<file path="src/rtl/picocode_pkg.sv">
`timescale 1ns/1ps
// Shared constants, loader FSM encoding and small datapath helpers for the
// picocode program-memory loader.
package picocode_pkg;

  localparam int PROG_ADDR_W = 10;
  localparam int INST_W      = 18;

  localparam logic [7:0] DEFAULT_HEADER = 8'hA5;

  localparam logic [3:0] ST_IDLE   = 4'd0;
  localparam logic [3:0] ST_LEN_HI = 4'd1;
  localparam logic [3:0] ST_LEN_LO = 4'd2;
  localparam logic [3:0] ST_B0     = 4'd3;
  localparam logic [3:0] ST_B1     = 4'd4;
  localparam logic [3:0] ST_B2     = 4'd5;
  localparam logic [3:0] ST_CHK    = 4'd6;
  localparam logic [3:0] ST_FIN    = 4'd7;
  localparam logic [3:0] ST_ERR    = 4'd8;

  function automatic logic [7:0] chk_update(input logic [7:0] chk,
                                            input logic [7:0] data);
    return chk ^ data;
  endfunction

  // Only the two low bits of B0 reach the instruction word.
  function automatic logic [INST_W-1:0] assemble_word(input logic [1:0] b0,
                                                      input logic [7:0] b1,
                                                      input logic [7:0] b2);
    return {b0, b1, b2};
  endfunction

endpackage

</file>
<file path="src/rtl/picocode_loader.sv">
`timescale 1ns/1ps
// Framed UART byte stream to program-RAM loader: assembles 18-bit words,
// verifies an XOR checksum and selects RAM or ROM fetch for the CPU.
module picocode_loader
  import picocode_pkg::*;
#(
  parameter logic [7:0] HEADER         = DEFAULT_HEADER,
  parameter int         RST_CYCLES     = 16,
  parameter int         TIMEOUT_CYCLES = 1_000_000
) (
  input  logic                   clk,
  input  logic                   rst,
  input  logic [7:0]             rx_data,
  input  logic                   rx_valid,
  output logic                   remap,
  output logic                   cpu_reset,
  output logic                   ram_wr_en,
  output logic [PROG_ADDR_W-1:0] ram_address,
  output logic [INST_W-1:0]      ram_data_in,
  output logic                   load_busy,
  output logic                   load_ok,
  output logic                   load_err
);

  localparam int              TW         = $clog2(TIMEOUT_CYCLES + 1);
  localparam logic [TW-1:0]   IDLE_LIMIT = TW'(TIMEOUT_CYCLES - 1);
  localparam logic [7:0]      FIN_LAST   = 8'(RST_CYCLES - 1);

  logic [3:0]             state_r;
  logic [PROG_ADDR_W-1:0] addr_r;
  logic [PROG_ADDR_W-1:0] len_r;
  logic [PROG_ADDR_W-1:0] word_cnt_r;
  logic [7:0]             chk_r;
  logic [1:0]             b0_r;
  logic [7:0]             b1_r;
  logic [TW-1:0]          idle_cnt_r;
  logic [7:0]             fin_cnt_r;
  logic                   timed_s;
  logic                   timeout_s;

  // The idle watchdog only runs while a frame is being received.
  always_comb begin
    timed_s   = 1'b0;
    timeout_s = 1'b0;
    case (state_r)
      ST_LEN_HI, ST_LEN_LO, ST_B0, ST_B1, ST_B2, ST_CHK: timed_s = 1'b1;
      default:                                         timed_s = 1'b0;
    endcase
    if (timed_s && !rx_valid && (idle_cnt_r == IDLE_LIMIT)) begin
      timeout_s = 1'b1;
    end else begin
      timeout_s = 1'b0;
    end
  end

  // Frame FSM, word assembly, checksum, RAM write port and status outputs.
  always_ff @(posedge clk) begin
    if (rst) begin
      state_r     <= ST_IDLE;
      addr_r      <= {PROG_ADDR_W{1'b0}};
      len_r       <= {PROG_ADDR_W{1'b0}};
      word_cnt_r  <= {PROG_ADDR_W{1'b0}};
      chk_r       <= 8'h00;
      b0_r        <= 2'b00;
      b1_r        <= 8'h00;
      idle_cnt_r  <= {TW{1'b0}};
      fin_cnt_r   <= 8'h00;
      remap       <= 1'b0;
      cpu_reset   <= 1'b0;
      ram_wr_en   <= 1'b0;
      ram_address <= {PROG_ADDR_W{1'b0}};
      ram_data_in <= {INST_W{1'b0}};
      load_busy   <= 1'b0;
      load_ok     <= 1'b0;
      load_err    <= 1'b0;
    end else begin
      ram_wr_en <= 1'b0;

      if (timed_s && !rx_valid) begin
        idle_cnt_r <= idle_cnt_r + TW'(1);
      end else begin
        idle_cnt_r <= {TW{1'b0}};
      end

      if (timeout_s) begin
        load_err <= 1'b1;
        remap    <= 1'b0;
        state_r  <= ST_ERR;
      end else begin
        case (state_r)
          ST_IDLE: begin
            // Clearing remap here keeps RAM writes out of the fetch path.
            if (rx_valid && (rx_data == HEADER)) begin
              remap      <= 1'b0;
              cpu_reset  <= 1'b1;
              load_busy  <= 1'b1;
              load_ok    <= 1'b0;
              load_err   <= 1'b0;
              addr_r     <= {PROG_ADDR_W{1'b0}};
              chk_r      <= 8'h00;
              word_cnt_r <= {PROG_ADDR_W{1'b0}};
              state_r    <= ST_LEN_HI;
            end
          end
          ST_LEN_HI: begin
            if (rx_valid) begin
              len_r[9:8] <= rx_data[1:0];
              state_r    <= ST_LEN_LO;
            end
          end
          ST_LEN_LO: begin
            if (rx_valid) begin
              len_r[7:0] <= rx_data;
              state_r    <= ST_B0;
            end
          end
          ST_B0: begin
            if (rx_valid) begin
              b0_r    <= rx_data[1:0];
              chk_r   <= chk_update(chk_r, rx_data);
              state_r <= ST_B1;
            end
          end
          ST_B1: begin
            if (rx_valid) begin
              b1_r    <= rx_data;
              chk_r   <= chk_update(chk_r, rx_data);
              state_r <= ST_B2;
            end
          end
          ST_B2: begin
            if (rx_valid) begin
              chk_r       <= chk_update(chk_r, rx_data);
              ram_wr_en   <= 1'b1;
              ram_address <= addr_r;
              ram_data_in <= assemble_word(b0_r, b1_r, rx_data);
              addr_r      <= addr_r + 10'd1;
              // len_r holds N-1, so equality marks the last word.
              if (word_cnt_r == len_r) begin
                state_r <= ST_CHK;
              end else begin
                word_cnt_r <= word_cnt_r + 10'd1;
                state_r    <= ST_B0;
              end
            end
          end
          ST_CHK: begin
            if (rx_valid) begin
              if (rx_data == chk_r) begin
                load_ok <= 1'b1;
                remap   <= 1'b1;
              end else begin
                load_err <= 1'b1;
              end
              fin_cnt_r <= 8'h00;
              state_r   <= ST_FIN;
            end
          end
          ST_FIN: begin
            if (fin_cnt_r == FIN_LAST) begin
              cpu_reset <= 1'b0;
              load_busy <= 1'b0;
              state_r   <= ST_IDLE;
            end else begin
              fin_cnt_r <= fin_cnt_r + 8'd1;
            end
          end
          ST_ERR: begin
            fin_cnt_r <= 8'h00;
            state_r   <= ST_FIN;
          end
          default: begin
            state_r <= ST_IDLE;
          end
        endcase
      end
    end
  end

endmodule

</file>
<file path="config.mk">
export PLATFORM = sky130hd
export DESIGN_NAME = picocode_loader
export DESIGN_NICKNAME = d
export VERILOG_FILES = /design/src/rtl/picocode_pkg.sv /design/src/rtl/picocode_loader.sv
export SDC_FILE = /design/constraint.sdc
export NUM_CORES = 1
export LEC_CHECK = 0
export ABC_AREA = 1
export CORE_UTILIZATION = 55
export CTS_BUF_LIST = sky130_fd_sc_hd__clkbuf_16
export DETAILED_ROUTE_END_ITERATION = 10
export GPL_ROUTABILITY_DRIVEN = 0
export PLACE_DENSITY_LB_ADDON = 0.2
export SLEW_MARGIN = 10
export SYNTH_ARGS = -nofsm -noshare
export SYNTH_HDL_FRONTEND = slang
export SYNTH_SLANG_ARGS = --single-unit
</file>
<file path="constraint.sdc">
create_clock -name clk -period 5.6 [get_ports clk]
set_clock_uncertainty 0.2 [all_clocks]
set_input_delay 1.12 -clock clk [delete_from_list [all_inputs] [get_ports clk]]
set_output_delay 1.12 -clock clk [all_outputs]
set_load 0.005 [all_outputs]
</file>
### Word level (Yosys, flattened, before mapping)

Cells that the tools add are included.

| storage, ports and cells | value |
|---|---|
| flip-flop bits (word level) | 113 |
| latch bits | 0 |
| RAM bits | 0 |
| bits in read-only memories | 0 |
| input bits | 11 |
| output and inout bits | 34 |
| logic and storage cells | 128 |
| memories | 0 |

| cells by class | value |
|---|---|
| add/subtract/negate cells | 4 |
| $mul | 0 |
| div/mod/pow operators | 0 |
| $lt $le $gt $ge | 0 |
| eq/ne operators | 34 |
| shifts and indexed selects | 0 |
| mux-type cells | 37 |
| bitwise operators | 4 |
| reduce and logical (&&, ||, !) cells | 31 |

Operator list:

| operator | count |
|---|---|
| $mux 10 | 4 |
| $pmux 10 s2 | 2 |
| $mux 4 | 9 |
| $pmux 4 s9 | 1 |
| $mux 8 | 4 |
| $ne 3x3->1 const B | 9 |
| $pmux 8 s3 | 1 |
| $reduce_and 4->1 | 6 |
| $ne 2x2->1 const B | 11 |
| $add 10x1->10 const B | 2 |
| $add 20x1->20 const B | 1 |
| $eq 20x20->1 const B | 1 |
| $eq 4x3->1 const B | 4 |
| $pmux 8 s2 | 1 |
| $reduce_and 8->1 | 2 |
| $reduce_and 3->1 | 5 |
| $mux 1 | 11 |
| $eq 10x10->1 | 1 |
| $reduce_and 5->1 | 2 |
| $add 8x1->8 const B | 1 |
| $eq 4x2->1 const B | 2 |
| $eq 8x4->1 const B | 1 |
| $eq 8x8->1 | 1 |
| $eq 8x8->1 const B | 1 |
| other kinds (15) | 27 |

### Depth between registers and ports, before layout

Gate-level depths: netlist of run 1.

| depth | value |
|---|---|
| depth after elaboration | 8 |
| mapped depth | 14 |
| gate-level depth less buffers | 14 |

### Least setup slack after synthesis of run 1

Ideal clock, no wire load.

| path | value |
|---|---|
| path type | input-to-reg |
| from | in rx_valid |
| to | reg addr_r[0] |
| library setup time | 0.128 ns |
| arrival | 2.188 ns |
| setup slack | 3.084 ns |
| cell stages on the path | 11 |
| path buffers | 2 |
| path through | buf_4 > nand2_1 > nor3_1 > nand2_1 > nand2_1 > inv_2 > nor2_8 > nand2_4 > buf_6 > a21oi_1 > nor2_1 |

| on the way | value |
|---|---|
| cells in the longest elaborated chain, start to end | 6 |
| elaborated cells on any way between the ends | 9 |
| those cells by class | eq/ne (2); mux (1); bitwise (1); reduce/logical (5) |

RTL lines:

| what | line | RTL |
|---|---|---|
| start, declared | picocode_loader.sv:14 | `input logic rx_valid,` |
| $logic_not 1->1 | picocode_loader.sv:49 | `if (timed_s && !rx_valid && (idle_cnt_r == IDLE_LIMIT)) begin` |
| $logic_and 1x1->1 (2 in series) | picocode_loader.sv:49 |  |
| $mux 1 | picocode_loader.sv:49 |  |
| $not 1->1 (no line) | -- |  |
| $reduce_and 4->1 (no line) * | -- |  |
| end signal, assigned | picocode_loader.sv:60 | `addr_r <= {PROG_ADDR_W{1'b0}};` |
| end signal, assigned | picocode_loader.sv:99 | `addr_r <= {PROG_ADDR_W{1'b0}};` |
| end signal, assigned | picocode_loader.sv:137 | `addr_r <= addr_r + 10'd1;` |
| end, declared | picocode_loader.sv:30 | `logic [PROG_ADDR_W-1:0] addr_r;` |

Mark *: on every way between the ends. The rest lies on a longest branch, timed or not.
A chain may end at the register's enable or synchronous reset.

### Worst setup path in the final report of run 1

| path | value |
|---|---|
| from | in rst |
| to | reg idle_cnt_r[5] |

| on the way | value |
|---|---|
| cells in the longest elaborated chain, start to end | 1 |

RTL lines:

| what | line | RTL |
|---|---|---|
| start, declared | picocode_loader.sv:12 | `input logic rst,` |
| $reduce_or 2->1 (no line) | -- |  |
| end signal, assigned | picocode_loader.sv:66 | `idle_cnt_r <= {TW{1'b0}};` |
| end signal, assigned | picocode_loader.sv:80 | `idle_cnt_r <= idle_cnt_r + TW'(1);` |
| end signal, assigned | picocode_loader.sv:82 | `idle_cnt_r <= {TW{1'b0}};` |
| end, declared | picocode_loader.sv:36 | `logic [TW-1:0] idle_cnt_r;` |

No other way between the ends.

==> impl_summary.md, run 1 <==
Outcome
The flow ran to the end, and the final reports show no timing, DRC or antenna violations.

Routing
The count of nets left with antenna violations once routing finished came out at 0. The number of DRC violations after detailed routing is 0. In the routed layout, each cell is associated on average with a via count of 5.26.

The DRC violation total after the first TritonRoute iteration is 250. The via count of the routed design is 5178. The wire length after detailed routing is 13300 µm. Dividing the detail-routed wire length by the instance count gives 13.5 µm.

The number of iterations in the first detailed-routing pass is 5.

Clocking
In this run the number of H-tree levels came out at 4. The hold buffer count at cts is 0. Clock tree synthesis selected as its root buffer the cell sky130_fd_sc_hd__clkbuf_16.

In this run the post-CTS setup repair buffer count came out at 0. The later pin in the worst-skew pair is clocked with a latency of 0.42 ns. The number of gates resized after CTS was 0. In this run, CTS created clock tree buffers numbering 17. The TritonCTS clock tree is done. Clock-pin slew was measured on the worst setup and hold paths at 0.06 ns. In this run the deepest clock path goes through 2 buffers. For this design, the sink count on the clock tree is about 110.

Synth
The synthesized design contains 0 enable-type register cells. The Yosys step of the flow raised 0 warnings. Counting every net in the synthesized netlist gives 816. The netlist uses 33 different library cells. The cell count after synthesis is approximately 800.

After synthesis the cells add up to about 5500 µm². Of all flip-flops after synthesis, the portion carrying an async set or reset was 0%. The number of synthesized register bits is 113. The most instantiated flip-flop cell in the synthesis netlist is sky130_fd_sc_hd__dfxtp_1. The average instance in the mapped netlist occupies 6.84 µm². Summing the sequential cell areas from Yosys gives 41.3% of the chip area.

Place
Buffers placed on the I/O ports in this run total 44. The HPWL after detailed placement is 8930 µm. The post-detailed-placement cell area is 5960 µm².

Floorplanning
After floorplanning, the core was sized to cover 9730 µm². The horizontal die dimension is 102 µm. The die outline area is a little over 10000 µm². The row count is 36. The die is 102 µm tall. For this design the top-level I/O count stands at 45. For this configuration, the core starts out at a cell density of 56.3%.

STA
For the pin with the worst max-slew slack, the measured transition is 1.11 ns. The number of pins exceeding their max-slew limit in the final report was 0. Setup violations remaining at the end of the flow were counted as 0. The final cycle utilization of the critical path is between 60% and 70%. The post-route minimum period is 3.66 ns. Derived from the worst setup path, the maximum achievable clock frequency is 0.273 GHz. The hold violation count in the final report is 0.

The remaining max-slew budget at the tightest pin is about a quarter. Adding up every negative setup slack in the final design gives 0 ns. Setup repair after global routing left no endpoint under its margin.

Global routing
The largest net degree at the start of global routing is 47. The busiest layer in global routing is met2. Global routing consumed, on the met1 layer, 33.4% of the routing resources. For met3 alone, demand over resource in global routing was 7.59%. The initial antenna violation count was 0. The number of global-route vias before repair is 5052. The routing usage on met2 is 46.7%. For this run the aggregate overflow at the end of global routing stands at 0. The global-route wire length before repair is 22400 µm. The total track usage is between 20 and 30%.

Final layout
The layout cell share with drive strength beyond 1 is around 8.3%. The antenna diode count is 0. The net count of the finished layout is 854.

With fillers left out, the area of the finished cells amounts to between 6000 and 7000 µm². Counting the fill cells in the layout gives roughly 850. The most frequent standard cell in the layout excluding fill and tap cells is sky130_fd_sc_hd__nand2_1. From synthesis to final layout, the design area changed by 19.7%. In the layout the commonest cells are sky130_fd_sc_hd__nand2_1, sky130_fd_sc_hd__nor2_1, sky130_fd_sc_hd__dfxtp_1, sky130_fd_sc_hd__inv_1, sky130_fd_sc_hd__a21oi_1. At the end of the flow the core is filled with cells to 67.4%.

Pwr
The power density over cell area is approximately 360 nW/µm². The maximum VDD drop is ~0.25 mV. In this run the static leakage power is approximately 2.5 nW.

Worst setup path
The worst setup path is captured at a flip-flop. STA classifies the critical path startpoint as an input pin. In this run the worst path has a maximum fanout of 46. The critical path class is in -> reg. The worst reg-to-reg path cell count is 11.

The required time at the worst-slack endpoint is around 5.7 ns. The arrival time at the worst endpoint is around 3.8 ns.

Flow run
The reported max-cap violation count is 0.

Min path
The worst hold path belongs to the class reg -> reg. Counting instances, the worst hold path has a depth of 2.
cell type report:
cell class                 instances  area, µm²  area share, %
sequential                       113       2260           34.5
timing repair buffer              46        455           6.95
inverter                          95        359           5.48
clock inverter                    15        169           2.58
clock buffer                      17        425           6.49
multi-input combinational        566       2720           41.5
tap                              133        166           2.54
cell usage after synthesis, types with 9 or more instances:
cell type / instances / share of area [%]
sky130_fd_sc_hd__o21ai_0: 47 / 4.3
sky130_fd_sc_hd__nor2_1: 119 / 8.2
sky130_fd_sc_hd__nor3_1: 12 / 1.1
sky130_fd_sc_hd__dfxtp_1: 113 / 41
sky130_fd_sc_hd__clkbuf_1: 15 / 1.0
sky130_fd_sc_hd__a21oi_1: 77 / 7.0
sky130_fd_sc_hd__xnor2_1: 9 / 1.4
sky130_fd_sc_hd__inv_1: 81 / 5.6
sky130_fd_sc_hd__nand4_1: 17 / 1.9
sky130_fd_sc_hd__inv_2: 13 / 0.89
sky130_fd_sc_hd__nand2_1: 180 / 12
sky130_fd_sc_hd__xor2_1: 16 / 2.6
sky130_fd_sc_hd__nand3_1: 41 / 3.7
where the power goes:
| group | switching (mW) | total (mW) | internal (mW) |
|---|---|---|---|
| Sequential | 0.0309 | 0.874 | 0.843 |
| Clock | 0.391 | 1.09 | 0.694 |
| Combinational | 0.259 | 0.376 | 0.117 |
| Total | 0.681 | 2.33 | 1.65 |
final timing paths:
check / startpoint / to / slack, ns
max reg2reg: state_r[0]$_SDFFE_PP0P_ / addr_r[0]$_SDFFE_PP0P_ / 2.97
min: remap$_SDFFE_PP0P_ / remap$_SDFFE_PP0P_ / 0.25
min reg2reg: remap$_SDFFE_PP0P_ / remap$_SDFFE_PP0P_ / 0.25
max: rst / idle_cnt_r[5]$_SDFF_PP0_ / 1.94
worst max-delay path, cell delays in order:
cell	delay, ns
sky130_fd_sc_hd__clkdlybuf4s50_1	0.39
sky130_fd_sc_hd__buf_4	0.30
sky130_fd_sc_hd__inv_1	0.87
sky130_fd_sc_hd__nand2_1	0.70
sky130_fd_sc_hd__nor3_1	0.37
state kept, by name (all words and copies together), names as in the netlist:
name	count
word_cnt_r	10
chk_r	8
b1_r	8
b0_r	2
state_r	4
idle_cnt_r	20
ram_wr_en	1
ram_data_in	18
ram_address	10
addr_r	10
load_ok	1
load_err	1
fin_cnt_r	8
len_r	10
remap	1
load_busy	1
logic make-up after synthesis:
kind of cell	share of synthesized area (%)
adder cells (fa/ha/maj)	0.914
AND/OR/NAND/NOR	32.3
buffers and inverters	9.09
XOR/XNOR	4.00
AO/OA/AOI/OAI	12.4
flip-flops	41.3
per-stage QoR:
step / hold slack (ns) / cells / setup slack [ns] / power [mW]
floorplan: 0.218 / 801 / 3.08 / 1.17
global placement: 0.224 / 953 / 1.71 / 1.24
detailed placement: 0.249 / 953 / 1.60 / 1.26
CTS: 0.258 / 985 / 1.95 / 2.34
global route: 0.276 / 985 / 1.68 / 2.43
finish: 0.252 / 985 / 1.94 / 2.33
metal layers:
| metal | up-vias | wire [µm] |
|---|---|---|
| met5 | - | 0 |
| met4 | 0 | 274 |
| met3 | 29 | 682 |
| met2 | 131 | 6440 |
| met1 | 2384 | 5860 |
| li1 | 2634 | - |
Note: power is estimated with default switching activity, not from simulation.
==> inputs of run 2 (changes only) <==
Clock period 5.6 ns to 3.49 ns, I/O delays scaled along.
==> run 2 against run 1 <==
Effect of this change:
- combinational power grew 60%
- critical endpoint is now addr_r[9]$_SDFFE_PP0P_
- sequential share of layout area shrank 0.21 points
- hold slack gained 0.0027 ns
==> impl_summary.md, run 2 (synthesis results as in run 1) <==
Routing
The via count of the routed design is 5190 (+0.23%). The wire length after detailed routing was 13000 µm (-2.2%). The wire length on met3 is 679 µm (-0.44%). The ratio of routed vias to standard cells was 5.23 (-0.48%). The DRC violation total after the first TritonRoute iteration is 270 (+8.0%). The number of DRC violations after detailed routing is 0 (unchanged). The wire length on met2 is 6060 µm (-6.0%). The antenna violation net count after detailed routing is 0 (unchanged). The detailed router used layers up to and including met4. The met1 layer wirelength in the final routing came to 5910 µm (+0.82%). The average routed wire per standard cell is 13.1 µm (-2.9%). The number of iterations in the first detailed-routing pass came to 5 (unchanged).

Pwr
The power density over cell area came to 560 nW/µm² (+57%). The relative contribution of the clock network to total power came to 45.8% (-0.7 points). The leakage power is 2.52 nW (+1.1%). The fraction of power spent switching nets was 28.5% (-0.72 points). The relative contribution of sequential cells to total power was 37.9% (+0.5 points). The combinational share of power is 16.3% (+0.2 points).

The maximum VDD drop is 0.416 mV (+65%). The net switching power was 1.05 mW (+54%). The internal power of the cells was 2.64 mW (+60%).

Min path
The startpoint of the tightest hold check path is remap$_SDFFE_PP0P_. The type of the tightest min-delay check is reg -> reg. The worst hold path depth is 2 (unchanged).

The worst hold path endpoint is remap$_SDFFE_PP0P_.

Floorplanning
The count of boundary I/O pins came to 45 (unchanged). The initial core utilization is 56.3% (unchanged). The height of the die is 102 µm (unchanged).

The row count came to 36 (unchanged). The area inside the core boundary is 9730 µm² (unchanged). The die outline area is 10400 µm² (unchanged). The horizontal die dimension came to 102 µm (unchanged).

Clocking
The hold buffer count at cts is 0 (unchanged). The number of CTS-inserted buffers came to 17 (unchanged). The maximum buffer depth of the clock tree is 2 (unchanged). The library cell used as clock root buffer is sky130_fd_sc_hd__clkbuf_16. The TritonCTS clock tree is done. The post-cts sizing count came to 0 (unchanged).

The clock-pin slew on the worst setup and hold paths is 0.05 ns (about the same). The post-CTS repair timing setup buffer count is 0 (unchanged). The clock latency at the later pin of the worst-skew pair is 0.42 ns (about the same). The number of sinks on the clock net is 113 (unchanged). The depth of the CTS H-tree is 4 (unchanged).

STA
The final setup violation count is 0 (unchanged). The number of pins exceeding their max-slew limit in the final report is 0 (unchanged). The clock period could shrink to 2.41 ns. The slew at the pin closest to its max-slew limit is 0.709 ns (-0.396 ns). The hold violation count in the final report is 0 (unchanged). The top achievable clock speed is 0.415 GHz. In the finished design, the share of the clock period the worst path needs comes to 69.0%. The remaining max-slew budget at the tightest pin was 52.6% (+26 points). Setup repair after global routing left no endpoint under its margin.

The total negative slack came to 0 ns (unchanged).

Final layout
The library cell used most frequently in the layout, excluding fill and tap cells, is sky130_fd_sc_hd__nand2_1. The top cell types in the final layout, fill and taps aside, are sky130_fd_sc_hd__nand2_1, sky130_fd_sc_hd__nor2_1, sky130_fd_sc_hd__dfxtp_1, sky130_fd_sc_hd__inv_1, sky130_fd_sc_hd__a21oi_1. The number of flip-flops under the largest register name is 20 (unchanged).

The antenna diode count came to 0 (unchanged). The growth of design area from synthesis to finish is 20.4%. The number of fill cells came to 844 (-0.82%). The largest registers in the layout are idle_cnt_r (20), ram_data_in (18). The utilization of the core after routing is 67.8% (+0.41 points). The layout cell share with drive strength beyond 1 is 8.73% (+0.40 points). The largest register by flop count is idle_cnt_r. The final net count is 862 (+0.94%).

Worst setup path
The register-to-register setup slack is 1.32 ns (-1.65 ns). The highest net fanout along the worst path is 15 (-67%). The kind of launch point of the worst setup path is an input pin. The endpoint type of the worst setup path is a flip-flop. The critical path class is in -> reg.

The worst reg-to-reg path cell count is 10 (-1). The arrival time at the worst endpoint is 2.55 ns (-1.22 ns). The required time at the worst-slack endpoint is 3.64 ns (-2.07 ns). The critical path goes through clkdlybuf4s50_1 > inv_1 > nand2_1 > nor3_1 > nand2_1 > nand2_1 > inv_2 > nor2_8 > nand2_4 > inv_2 > nand2_1 > a21oi_1. The endpoint identified for the worst register-to-register timing path is word_cnt_r[2]$_SDFFE_PP0P_. Among the stages of the critical path, the cell type that occurs most often is sky130_fd_sc_hd__nand2_1. The maximum single-stage delay on the critical path came to 0.50 ns (-0.37 ns).

For this design, the slowest cell found on the critical path is sky130_fd_sc_hd__clkdlybuf4s50_1. The origin of the critical flop-to-flop path is word_cnt_r[3]$_SDFFE_PP0P_.

Global routing
The total track usage is 27.2% (-0.76 points). The global-route wire length before repair is 21700 µm (-3.2%). The largest net degree at the start of global routing is 46 (-2.1%). The number of global-route vias before repair is 4723 (-6.5%). The remaining global-route overflow is 0 (unchanged). The initial antenna violation count is 0 (unchanged).

Place
The estimated wirelength of the detail-placed design came to 8940 µm (about the same). The count of input and output buffers came to 44 (unchanged).

Flow run
The reported max-cap violation count is 0 (unchanged).

Outcome
The flow ran to the end, and the final reports show no timing, DRC or antenna violations.
[run 2: cell types whose count changed in the layout (fill, tap and decap cells not counted)]
cell / before / now
sky130_fd_sc_hd__clkinv_4: 2 / 0
sky130_fd_sc_hd__clkinv_1: 1 / 4
sky130_fd_sc_hd__buf_4: 2 / 10
sky130_fd_sc_hd__clkinv_2: 3 / 2
sky130_fd_sc_hd__inv_6: 1 / 0
[run 2: power by group through the flow]
stage | logic (mW) | clock network [mW] | registers [mW]
2_1_floorplan | 0.461 | 0 | 1.42
3_3_place_gp | 0.571 | 0 | 1.42
3_5_place_dp | 0.587 | 0 | 1.42
4_1_cts | 0.599 | 1.70 | 1.40
5_1_grt | 0.673 | 1.77 | 1.41
6_report | 0.602 | 1.69 | 1.40
[run 2: worst max-delay path, delay by kind of cell]
family                 cells  cell delay, ns
AO/OA/AOI/OAI              1            0.12
buffers and inverters      4            0.82
AND/OR/NAND/NOR            7            0.90
[run 2: how the worst max path moves through the flow]
stage | from | end | slack (ns)
6_report | rx_data[4] | addr_r[9]$_SDFFE_PP0P_ | 1.08
5_1_grt | rx_data[4] | word_cnt_r[8]$_SDFFE_PP0P_ | 0.93
4_1_cts | rx_data[4] | addr_r[7]$_SDFFE_PP0P_ | 1.10
3_5_place_dp | rx_data[4] | addr_r[7]$_SDFFE_PP0P_ | 0.66
3_3_place_gp | rx_valid | len_r[4]$_SDFFE_PP0P_ | 0.76
2_1_floorplan | rx_valid | addr_r[0]$_SDFFE_PP0P_ | 1.40
[run 2: layout make-up]
cell class / count / area [µm²] / share of cell area, %
clock buffer: 17 / 425 / 6.45
clock inverter: 14 / 149 / 2.26
inverter: 95 / 359 / 5.44
multi-input combinational: 566 / 2720 / 41.2
sequential: 113 / 2260 / 34.3
tap: 133 / 166 / 2.52
timing repair buffer: 54 / 515 / 7.82
[run 2: per-stage QoR]
step                power [mW]  worst slack [ns]  instances  hold slack, ns  instance area [µm²]
finish                    3.69              1.08        992           0.255                 6600
global route              3.85             0.934        992           0.284                 6600
CTS                       3.70              1.10        992           0.253                 6600
detailed placement        2.01             0.663        961           0.242                 6020
global placement          1.99             0.758        961           0.228                 6020
floorplan                 1.88              1.40        801           0.218                 5480
[run 2: metal layers]
layer  up-vias  track usage [%]
met5         -                0
li1       2650                -
met2       143             42.8
met4         0             11.9
met1      2365             34.8
met3        32             7.80
==> inputs of run 3 (changes only) <==
Settings changed: CORE_UTILIZATION 55 to 52.
Clock period 3.49 ns to 2.1 ns, I/O delays scaled along.
==> run 3 against run 2 <==
Effect of this change:
- count of clock-buffer cells in the layout unchanged
- highest routed layer unchanged
- routed wire length increased by 7.4%
- non-clock buffer count increased by 30
- utilization decreased by 0.77 points
- register-to-register slack got worse by 1.2 ns
- global-route usage decreased by 0.11 points
- critical endpoint is now fin_cnt_r[3]$_SDFFE_PP0P_
- hold slack got worse by 0.0023 ns
- final cell count increased by 3.4%
- largest power group unchanged
==> impl_summary.md, run 3 (synthesis results as in run 1) <==
Pwr
The maximum VDD drop is 0.606 mV (+46%). The net switching power is 1.88 mW (+79%). The combinational share of power came to 18.3% (+2.0 points). The leakage power is 2.67 nW (+5.9%). The relative contribution of sequential cells to total power is 36.8% (-1.1 points).

The internal power of the cells is 4.43 mW (+68%). The power density over cell area was 916 nW/µm² (+64%). The relative contribution of the clock network to total power is 44.8% (-1.0 points).

The total power is 6.31 mW (+71%). The fraction of power spent switching nets is 29.9% (+1.4 points).

Floorplanning
The area inside the core boundary was 10300 µm² (+5.6%). The initial core utilization is 53.3% (-3.0 points). The count of boundary I/O pins was 45 (unchanged). The horizontal die dimension is 105 µm (+2.8%). The height of the die is 105 µm (+2.8%). The die outline area is 10900 µm² (+5.7%). The row count came to 37 (+2.8%).

Worst setup path
The arrival time at the worst endpoint came to 2.15 ns (-0.40 ns). The origin of the critical flop-to-flop path is state_r[3]$_SDFFE_PP0P_. The cell family contributing the most delay on the critical path is simple AND/OR/NAND/NOR gates. The critical path in this run is classified as reg -> reg. The count of buffer and inverter cells on the critical path came to 4 (unchanged).

The kind of launch point of the worst setup path is a flip-flop. The maximum single-stage delay on the critical path is 0.44 ns (-0.06 ns). For this design, the slowest cell found on the critical path is sky130_fd_sc_hd__dfxtp_1. The register-to-register setup slack is 0.1 ns (-1.22 ns). The required time at the worst-slack endpoint is 2.25 ns (-1.39 ns). The highest net fanout along the worst path is 7 (-8). The worst reg-to-reg path cell count is 11 (+1). The endpoint type of the worst setup path is a flip-flop. Walking the worst path, the cells encountered are inv_2 > nand2_4 > inv_2 > nand2_1 > inv_2 > a31oi_2 > nand2_1 > nand2_2 > buf_4 > nand2_1 > a21oi_1. The worst register-to-register path ends at fin_cnt_r[3]$_SDFFE_PP0P_.

Routing
The number of iterations in the first detailed-routing pass came to 5 (unchanged). The antenna violation net count after detailed routing came to 0 (unchanged). The ratio of routed vias to standard cells is 5.25 (+0.36%). The via count of the routed design is 5387 (+3.8%). The average routed wire per standard cell is 13.6 µm (+3.9%). The DRC violation total after the first TritonRoute iteration is 294 (+8.9%). The number of DRC violations after detailed routing is 0 (unchanged). The wire length after detailed routing is 13900 µm (+7.4%).

Final layout
The number of flip-flops under the largest register name came to 20 (unchanged). The antenna diode count came to 0 (unchanged). The largest register by flop count is idle_cnt_r. The library cells used most frequently in the layout, excluding fill and tap cells, are sky130_fd_sc_hd__nand2_1, sky130_fd_sc_hd__nor2_1, sky130_fd_sc_hd__dfxtp_1, sky130_fd_sc_hd__inv_1, sky130_fd_sc_hd__a21oi_1. The largest registers in the layout are idle_cnt_r (20), ram_data_in (18). The number of fill cells is 880 (+4.3%). Relative to the synthesized area, the layout overhead comes to 25.7%. The most frequent standard cell in the layout excluding fill and tap cells is sky130_fd_sc_hd__nand2_1. The layout cell share with drive strength beyond 1 was 13.3% (+4.5 points).

The final net count is 892 (+3.5%).

Global routing
The initial antenna violation count is 0 (unchanged). The total track usage came to 27.1% (-0.11 points). The number of global-route vias before repair is 5214 (+10%). The global-route wire length before repair came to 23900 µm (+10%). The largest net degree at the start of global routing came to 27 (-41%). The remaining global-route overflow is 0 (unchanged).

STA
The worst path needs 2.00 ns of the cycle, external delays included. The remaining max-slew budget at the tightest pin was 72.9% (+20 points). The top achievable clock speed is 0.500 GHz.

The final setup violation count is 0 (unchanged). The slew at the pin closest to its max-slew limit is 0.406 ns (-0.303 ns). The total negative slack is 0 ns (unchanged). The hold violation count in the final report is 0 (unchanged). The number of pins exceeding their max-slew limit in the final report came to 0 (unchanged). The final cycle utilization of the critical path is between 90% and 100%.

Clocking
The clock latency at the later pin of the worst-skew pair is 0.42 ns (about the same). The clock-pin slew on the worst setup and hold paths came to 0.06 ns (about the same). The hold buffer count at cts came to 0 (unchanged). The number of sinks on the clock net is 113 (unchanged).

The number of CTS-inserted buffers was 17 (unchanged). TritonCTS built the clock tree. The library cell used as clock root buffer is sky130_fd_sc_hd__clkbuf_16.

The depth of the CTS H-tree is 4 (unchanged). The post-CTS repair timing setup buffer count is 0 (unchanged). The maximum buffer depth of the clock tree is 2 (unchanged).

Min path
The startpoint of the tightest hold check path is remap$_SDFFE_PP0P_. The worst hold path belongs to the class reg -> reg. The worst hold path depth is 2 (unchanged). The worst hold path endpoint is remap$_SDFFE_PP0P_.

Flow run
The reported max-cap violation count is 0 (unchanged).

Outcome
The run finished with clean final reports.

Place
The estimated wirelength of the detail-placed design is 9670 µm (+8.1%). The count of input and output buffers came to 44 (unchanged).
run 3: cell types whose count changed in the layout (fill, tap and decap cells not counted), moves of 3 or more:
cell,change
sky130_fd_sc_hd__buf_4,+29
sky130_fd_sc_hd__clkinv_1,-3
sky130_fd_sc_hd__inv_6,+4
sky130_fd_sc_hd__nand2_1,-3
sky130_fd_sc_hd__nand2_2,+3
run 3: power by group through the flow:
stage / combinational, mW / sequential (mW) / clock (mW)
4_1_cts: 1.13 / 2.32 / 2.86
6_report: 1.16 / 2.33 / 2.83
3_5_place_dp: 1.11 / 2.37 / 0
3_3_place_gp: 1.10 / 2.36 / 0
2_1_floorplan: 0.766 / 2.35 / 0
5_1_grt: 1.29 / 2.34 / 2.97
run 3: repair_timing:
action / CTS / global route
endpoints found under the setup margin: 0 / 32
endpoints found under the hold margin: 0 / 0
resized for setup: 0 / 13
run 3: worst max path at each step:
stage,startpoint,to,slack (ns),depth (start not counted)
floorplan,rx_valid,addr_r[0]$_SDFFE_PP0P_,0.28,11
global placement,rx_data[4],addr_r[7]$_SDFFE_PP0P_,-0.23,12
detailed placement,rx_data[4],addr_r[5]$_SDFFE_PP0P_,-0.31,12
CTS,idle_cnt_r[0]$_SDFF_PP0_,idle_cnt_r[18]$_SDFF_PP0_,0.08,10
global route,state_r[3]$_SDFFE_PP0P_,fin_cnt_r[2]$_SDFFE_PP0P_,-0.04,11
finish,state_r[3]$_SDFFE_PP0P_,fin_cnt_r[3]$_SDFFE_PP0P_,0.1,11
run 3: worst reg2reg max path, stage by stage (launching register included):
cell                      delay (ns)
sky130_fd_sc_hd__dfxtp_1        0.44
sky130_fd_sc_hd__inv_2          0.08
sky130_fd_sc_hd__nand2_4        0.12
sky130_fd_sc_hd__inv_2          0.06
sky130_fd_sc_hd__nand2_1        0.11
sky130_fd_sc_hd__inv_2          0.06
sky130_fd_sc_hd__a31oi_2        0.24
sky130_fd_sc_hd__nand2_1        0.11
sky130_fd_sc_hd__nand2_2        0.14
sky130_fd_sc_hd__buf_4          0.16
sky130_fd_sc_hd__nand2_1        0.05
sky130_fd_sc_hd__a21oi_1        0.14
run 3: per-stage QoR:
step           instances  area, µm²  hold WS [ns]  setup slack (ns)  utilization [%]
2_1_floorplan        801       5480         0.218             0.284                -
3_3_place_gp         994       6260         0.227            -0.230             60.9
3_5_place_dp         994       6260         0.243            -0.306             60.9
4_1_cts             1026       6850         0.256            0.0822             66.6
5_1_grt             1026       6890         0.268           -0.0426             67.0
6_report            1026       6890         0.253            0.0990             67.0
run 3: routing by layer:
| metal | GRT usage (%) | share of wire [%] | vias to the layer above |
|---|---|---|---|
| li1 | - | - | 2713 |
| met1 | 33.2 | 45 | 2487 |
| met2 | 45.4 | 49 | 155 |
| met3 | 6.43 | 4.6 | 32 |
| met4 | 11.9 | 2.2 | 0 |
| met5 | 0 | 0 | - |
run 3: cell type report:
cell class,count,area [µm²],area share [%]
clock buffers,17,425,6.18
clock inverters,15,158,2.29
inverters,95,362,5.25
multi-input cells,566,2760,40.0
flip-flops and latches,113,2260,32.9
well taps,136,170,2.47
repair buffers,84,753,10.9
